<file path="src/rtl/multimode_ff_bank.sv">
`default_nettype none
// +----------------------------------------------------------------------------
// | multimode_ff_bank : N-channel bit bank, each channel a D/T/SR/JK flip-flop
// | Rev 1.0
// +----------------------------------------------------------------------------
module multimode_ff_bank #(
  parameter int            N            = 4,
  parameter logic [N-1:0]  RESET_VAL    = {N{1'b0}},
  parameter logic [1:0]    DEFAULT_MODE = 2'b10,
  parameter int            SR11_POLICY  = 0,
  parameter int            SEL_W        = (N > 1) ? $clog2(N) : 1
) (
  input  logic             clk,
  input  logic             RST,
  input  logic             en,
  input  logic [N-1:0]     a,
  input  logic [N-1:0]     b,
  input  logic             mode_wr,
  input  logic [SEL_W-1:0] mode_sel,
  input  logic [1:0]       mode_data,
  input  logic             err_clr,
  output logic [N-1:0]     q,
  output logic [N-1:0]     qbar,
  output logic [2*N-1:0]   mode,
  output logic [N-1:0]     err
);

  localparam logic [1:0] c_MODE_D  = 2'b00;
  localparam logic [1:0] c_MODE_T  = 2'b01;
  localparam logic [1:0] c_MODE_SR = 2'b10;
  localparam logic [1:0] c_MODE_JK = 2'b11;

  // Out-of-range selects never match any channel index, so they write nothing.
  logic [31:0] w_sel_ext;
  assign w_sel_ext = 32'(mode_sel);

  generate
    for (genvar i = 0; i < N; i++) begin : g_ch
      logic       r_q;
      logic [1:0] r_mode;
      logic       r_err;
      logic       w_next;
      logic       w_sr11;
      logic       w_wr;
      logic       w_err_set;

      assign w_wr      = mode_wr && (w_sel_ext == i);
      assign w_err_set = en && (r_mode == c_MODE_SR) && a[i] && b[i];

      always_comb begin
        w_sr11 = r_q;
        case (SR11_POLICY)
          1:       w_sr11 = 1'b1;
          2:       w_sr11 = 1'b0;
          3:       w_sr11 = ~r_q;
          default: w_sr11 = r_q;
        endcase
      end

      always_comb begin
        w_next = r_q;
        case (r_mode)
          c_MODE_D:  w_next = a[i];
          c_MODE_T:  w_next = a[i] ? ~r_q : r_q;
          c_MODE_SR: begin
            case ({a[i], b[i]})
              2'b01:   w_next = 1'b0;
              2'b10:   w_next = 1'b1;
              2'b11:   w_next = w_sr11;
              default: w_next = r_q;
            endcase
          end
          c_MODE_JK: begin
            case ({a[i], b[i]})
              2'b01:   w_next = 1'b0;
              2'b10:   w_next = 1'b1;
              2'b11:   w_next = ~r_q;
              default: w_next = r_q;
            endcase
          end
          default:   w_next = r_q;
        endcase
      end

      // The data update above reads r_mode before a same-edge write lands.
      always_ff @(posedge clk) begin
        if (!RST) begin
          r_q    <= RESET_VAL[i];
          r_mode <= DEFAULT_MODE;
          r_err  <= 1'b0;
        end else begin
          if (en) begin
            r_q <= w_next;
          end
          if (w_wr) begin
            r_mode <= mode_data;
          end
          if (w_err_set) begin
            r_err <= 1'b1;
          end else if (err_clr) begin
            r_err <= 1'b0;
          end
        end
      end

      assign q[i]           = r_q;
      assign qbar[i]        = ~r_q;
      assign mode[2*i +: 2] = r_mode;
      assign err[i]         = r_err;
    end
  endgenerate

endmodule
`default_nettype wire

</file>
<file path="config.mk">
export PLATFORM = sky130hd
export DESIGN_NAME = multimode_ff_bank
export DESIGN_NICKNAME = d
export VERILOG_FILES = /design/src/rtl/multimode_ff_bank.sv
export SDC_FILE = /design/constraint.sdc
export NUM_CORES = 1
export LEC_CHECK = 0
export CAP_MARGIN = 20
export CORE_ASPECT_RATIO = 0.6
export CORE_MARGIN = 3
export CORE_UTILIZATION = 38
export CTS_CLUSTER_DIAMETER = 40
export DETAILED_ROUTE_END_ITERATION = 10
export PLACE_DENSITY = 0.75
export SYNTH_ARGS = -nofsm -noshare
export SYNTH_HDL_FRONTEND = slang
export SYNTH_SLANG_ARGS = --single-unit
</file>
<file path="constraint.sdc">
create_clock -name clk -period 1.2 [get_ports clk]
set_input_delay 0.36 -clock clk [delete_from_list [all_inputs] [get_ports clk]]
set_output_delay 0.36 -clock clk [all_outputs]
set_load 0.005 [all_outputs]
</file>
==> results.cfg, run 1 <==
[power_and_ir_drop]
p_leak_uw = 0.0007405
power.density_nw_per_um2 = 883.0
p_int_uw = 1016
ir_drop_v = 0.0005580
seqPwrFrac = 0.420
combPwrFrac = 0.285
clkPwrFrac = 0.296
p_sw_uw = 366.2
p_sw_frac = 0.2650

[synth]
syn_area_sq_um = 902.1
synthCells = 104
postSynthNetCount = 121
synth_warnings = 0
syn_avg_cell_area_sq_um = 8.674
ys_types = 28
ys_seq_area_frac = 0.3551
ys_ff_latch = 16

[cts]
clockBufferDepth = 2
cts_hold_buf = 0
cts_max_level = 1
clock_sinks = 16
cts_root_buffer = clkbuf_8
clk_pin_slew_ns = 0.06
cts_inserted_buffers = 3
clock_latency_ns = 0.25
cts_tree = yes

[finish]
syn_to_final_growth_pct = 73.51
final_common_cell = buf_4
stdcell_count = 190
antennaDiodeCount = 0
fin_nets = 181
final_cell_mix = buf_4 (18), buf_6 (15), nor2_1 (13), dfxtp_2 (12)
drive_gt1_frac = 0.4074

[worst_setup_path]
critPathArrivalTime_ns = 1.43
crit_family = compound AO/OA/AOI/OAI gates
critPathBufInv = 1
critPathCaptureType = register
critPathLaunchType = register
cp_slowest_stage_delay_ns = 0.35
required_ns = 1.36
crit_slowest_cell = or3b_1
cp_max_fo = 3
crit_path_cell_trace = buf_6 -> or3b_1 -> a31o_1 -> a221oi_2
critPathKind = register to register

[floorplanning]
io_pins = 37
start_util = 0.4418
die_area_sq_um = 3014
core_area_sq_um = 2042
fp.dieW_um = 68.90
die_h_um = 43.74
row_count = 12

[drt]
ant_nets = 0
dr.pass1.iters = 4
routedWlPerCell_um = 14.99
drt_wl_total_um = 2849
drt_iter0_drc = 24
vias = 1007
via_per_inst = 5.300
drc_errors = 0

[global_route]
overflow = 0
grt_use_total = 0.1853
grt_pass1_vias = 948
grt_max_degree = 9
grt_antenna_before_repair = 0
grt_pass1_wl_um = 4167

[timing]
worst_pin_slew_ns = 0.2948
fin_tns_setup_ns = -0.06934
finClkSkew_ns = 0.0008869
rsz0062_at_grt = yes
finalCriticalPeriod_ns = 1.269
hold_slack_ns = 0.5123
setup_slack_ns = -0.06934
slew_viol_final = 0
setup_viol = 1
final_hold_viol_count = 0
period_share = 1.058
slew_headroom = 0.8032
fmax_mhz = 787.8

[min_path]
min_path_type = register to register

[flow_run]
maxCapViolations = 0

[place]
dpl.hpwl_um = 1956
io_buffers = 36
gp_congestion = 0.8405
post-place-ws_ns = -0.4457
dp.cells = 176

[status]
violations = negative setup slack
outcome = finished with violations
[Yosys cell counts]
cell | number | share of area
and2_1 | 1 | 0.0069
a31o_1 | 1 | 0.0097
or3b_1 | 4 | 0.039
o211ai_1 | 3 | 0.025
nand3b_1 | 3 | 0.025
nor3b_2 | 1 | 0.014
or2b_1 | 1 | 0.0083
dfxtp_1 | 16 | 0.36
nor2_1 | 13 | 0.054
nand3_1 | 1 | 0.0055
o21ai_1 | 1 | 0.0055
nand2_1 | 8 | 0.033
and2b_1 | 1 | 0.0083
buf_2 | 1 | 0.0055
a21boi_0 | 3 | 0.025
inv_1 | 6 | 0.025
nor2b_1 | 2 | 0.014
nand2b_1 | 6 | 0.042
a221oi_2 | 1 | 0.017
o2bb2ai_1 | 1 | 0.0097
a21oi_1 | 3 | 0.017
and3b_1 | 3 | 0.029
o311a_1 | 3 | 0.033
clkbuf_1 | 1 | 0.0042
buf_4 | 8 | 0.067
mux2i_1 | 8 | 0.089
o21ai_0 | 1 | 0.0055
a32oi_1 | 3 | 0.029
[tightest hold or removal path, stage by stage (launching register included)]
cell and delay, ns:
dfxtp_2 0.33, a32oi_1 0.05, nor2_1 0.09
[logic make-up (layout without fill, tap and decap cells)]
family                 Yosys count  in the layout  synth area share
DFF                             16             16            0.3551
AOI/OAI and AO/OA               20             20            0.1761
and+or+nand+nor                 44             44            0.2788
buffers and inverters           16             74            0.1012
muxes                            8              8           0.08877
[repair_timing]
item	in CTS	in global routing
endpoints found under the setup margin	26	23
pin swaps	8	8
buffers inserted	8	3
gates resized for setup	74	34
[metrics by stage]
stage          utilization  total power [uW]  cell area (sq um)
2_1_floorplan            -             728.3              902.1
3_3_place_gp        0.6679             909.3               1364
3_5_place_dp        0.6679             922.0               1364
4_1_cts             0.7273              1349               1485
5_1_grt             0.7665              1454               1565
6_report            0.7665              1382               1565
[state kept, by name, indices dropped and copies added (netlist names)]
| signal | count |
|---|---|
| g_ch.r_mode | 8 |
| g_ch.r_q | 4 |
| g_ch.r_err | 4 |
[metal layers]
layer	part of all wire	routed length, um	global-route usage	vias up
li1	-	-	-	475
met1	0.43	1227	0.2357	463
met2	0.45	1273	0.2973	59
met3	0.10	285	0.05699	10
met4	0.022	62	0.06202	0
met5	0	0	0	-
[power by group through the flow]
stage | Sequential (uW) | Combinational, uW | Clock (uW)
final | 580 | 393 | 409
after global routing | 583 | 423 | 448
after CTS | 577 | 350 | 422
after detailed placement | 590 | 332 | 0
after global placement | 587 | 322 | 0
after floorplan | 589 | 140 | 0
[cell type report]
class                           count  area, sq um
Multi-Input combinational cell     72        525.5
Sequential cell                    16        339.1
Clock buffer                        3        41.29
Tap cell                           28        35.03
Fill cell                         134        476.7
Inverter                            6        32.53
Timing Repair Buffer               65        591.8
[worst paths after layout]
check / to / slack, ns / cells after the start / from
hold reg to reg: g_ch[1].r_err / 0.51 / 2 / g_ch[1].r_err
setup / recovery: g_ch[3].r_q / -0.07 / 4 / g_ch[3].r_mode[1]
hold / removal: g_ch[1].r_err / 0.51 / 2 / g_ch[1].r_err
setup reg to reg: g_ch[3].r_q / -0.07 / 4 / g_ch[3].r_mode[1]
(Power assumes the default switching activity.)
==> run 2, diff against run 1 <==
--- a/config.mk
+++ b/config.mk
@@ -5,6 +5,7 @@
 export SDC_FILE = /design/constraint.sdc
 export NUM_CORES = 1
 export LEC_CHECK = 0
+export ABC_CLOCK_PERIOD_IN_PS = 1200
 export CAP_MARGIN = 20
 export CORE_ASPECT_RATIO = 0.6
 export CORE_MARGIN = 3
==> results of run 2 <==
The final DEF is identical to that of run 1; final timing and power are the same.
==> run 3, diff against run 2 <==
--- a/config.mk
+++ b/config.mk
@@ -7,12 +7,13 @@
 export LEC_CHECK = 0
 export ABC_CLOCK_PERIOD_IN_PS = 1200
 export CAP_MARGIN = 20
-export CORE_ASPECT_RATIO = 0.6
-export CORE_MARGIN = 3
-export CORE_UTILIZATION = 38
+export CORE_MARGIN = 4
+export CORE_UTILIZATION = 54
 export CTS_CLUSTER_DIAMETER = 40
 export DETAILED_ROUTE_END_ITERATION = 10
-export PLACE_DENSITY = 0.75
+export DONT_BUFFER_PORTS = 1
+export GPL_TIMING_DRIVEN = 1
+export PLACE_DENSITY = 0.72
 export SYNTH_ARGS = -nofsm -noshare
 export SYNTH_HDL_FRONTEND = slang
 export SYNTH_SLANG_ARGS = --single-unit
==> results.cfg, run 3 (same netlist as run 1, synthesis figures left out) <==
[status]
outcome = finished, final reports clean

[finish]
final_cell_mix = nor2_1 (13), dfxtp_1 (11), mux2i_1 (8), nand2_1 (8)
design_area_sq_um = 927.1
drive_gt1_frac = 0.1553
nFillCells = 146
final_common_cell = nor2_1
syn_to_final_growth_pct = 2.774
largest_reg_flops = 8
largest-register = g_ch.r_mode
largestRegisters = g_ch.r_mode x8, g_ch.r_err x4, g_ch.r_q x4
fin_nets = 122
antennaDiodeCount = 0
stdcell_count = 119

[drt]
routedWlPerCell_um = 16.90
via_per_inst = 6.218
ant_nets = 0
drc_errors = 0
drt_iter0_drc = 14
dr.pass1.iters = 4
vias = 740
drt_wl_total_um = 2011

[cts]
clock_sinks = 16
cts_max_level = 1
cts_hold_buf = 0
clk_pin_slew_ns = 0.09
cts_inserted_buffers = 3
cts_tree = yes
cts_root_buffer = clkbuf_4
clock_latency_ns = 0.28
clockBufferDepth = 2

[global_route]
grt_max_degree = 16
grt_use_total = 0.1640
grt_pass1_wl_um = 3236
grt_antenna_before_repair = 0
grt_pass1_vias = 713
overflow = 0

[power_and_ir_drop]
p_leak_uw = 0.0004006
power.density_nw_per_um2 = 1081
ir_drop_v = 0.0006106

[timing]
setup_viol = 0
rsz0062_at_grt = yes
finalCriticalPeriod_ns = 1.181
period_share = 0.9840
fmax_mhz = 846.9
finClkSkew_ns = 0.002233
slew_headroom = 0.8020
final_hold_viol_count = 0
worst_pin_slew_ns = 0.2966
slew_viol_final = 0

[worst_setup_path]
required_ns = 1.40
critPathArrivalTime_ns = 1.38
critPathBufInv = 0
critPathLaunchType = register
crit_family = compound AO/OA/AOI/OAI gates
critPathKind = register to register
crit_slowest_cell = or3b_1
cp_max_fo = 3
crit_path_cell_trace = or3b_1 -> a31o_1 -> a221oi_2
cp_slowest_stage_delay_ns = 0.38
critPathCaptureType = register

[floorplanning]
fp.dieW_um = 48.87
row_count = 14
start_util = 0.5852
io_pins = 37
core_area_sq_um = 1541
die_area_sq_um = 2388
die_h_um = 48.87

[place]
gp_congestion = 0.7859
dpl.hpwl_um = 1507
placed_cell_area_sq_um = 890.9
io_buffers = 0
dp.cells = 115

[min_path]
min_path_type = primary input to register

[flow_run]
maxCapViolations = 0
run 3: final timing paths:
path                           from                end  slack, ns  depth (start not counted)
hold reg to reg       g_ch[1].r_err      g_ch[1].r_err       0.53                          2
setup / recovery  g_ch[3].r_mode[1]        g_ch[3].r_q       0.02                          3
hold / removal                  RST  g_ch[1].r_mode[1]       0.14                          1
setup reg to reg  g_ch[3].r_mode[1]        g_ch[3].r_q       0.02                          3
run 3: metal layers:
layer  track usage  share of wire  wire length, um
met3       0.06728           0.10              207
met5             0              0                0
met4       0.04036          0.011               23
met1        0.2004           0.43              857
met2        0.2652           0.46              923
run 3: power by group:
part           leakage, uW  switching (uW)  internal, uW  total (uW)
clock network    0.0000138             162           116         278
registers         0.000131            25.2           558         583
logic             0.000256            67.7          73.0         141
run 3: through the flow:
stage | hold slack, ns | setup slack (ns) | power, uW | util | TNS, ns
floorplan | 0.4550 | 0.01588 | 728.3 | - | 0
global placement | 0.4246 | 0.005952 | 727.9 | 0.5779 | 0
detailed placement | 0.4274 | -0.02313 | 733.0 | 0.5779 | -0.02313
CTS | 0.1366 | 0.003461 | 1003 | 0.5982 | 0
global route | 0.1247 | -0.009908 | 1059 | 0.6015 | -0.009908
finish | 0.1382 | 0.01920 | 1002 | 0.6015 | 0
run 3: cell type report:
| cell class | count | area (sq um) | share of cell area |
|---|---|---|---|
| Tap cell | 16 | 20.02 | 0.02159 |
| Timing Repair Buffer | 6 | 45.04 | 0.04858 |
| Multi-Input combinational cell | 72 | 490.5 | 0.5290 |
| Clock buffer | 3 | 22.52 | 0.02429 |
| Inverter | 6 | 22.52 | 0.02429 |
| Sequential cell | 16 | 326.6 | 0.3522 |
run 3: timing repair:
item,CTS,global route
setup buffers,1,0
endpoints found under the setup margin,1,5
pin swaps,1,0
gates resized for setup,1,4
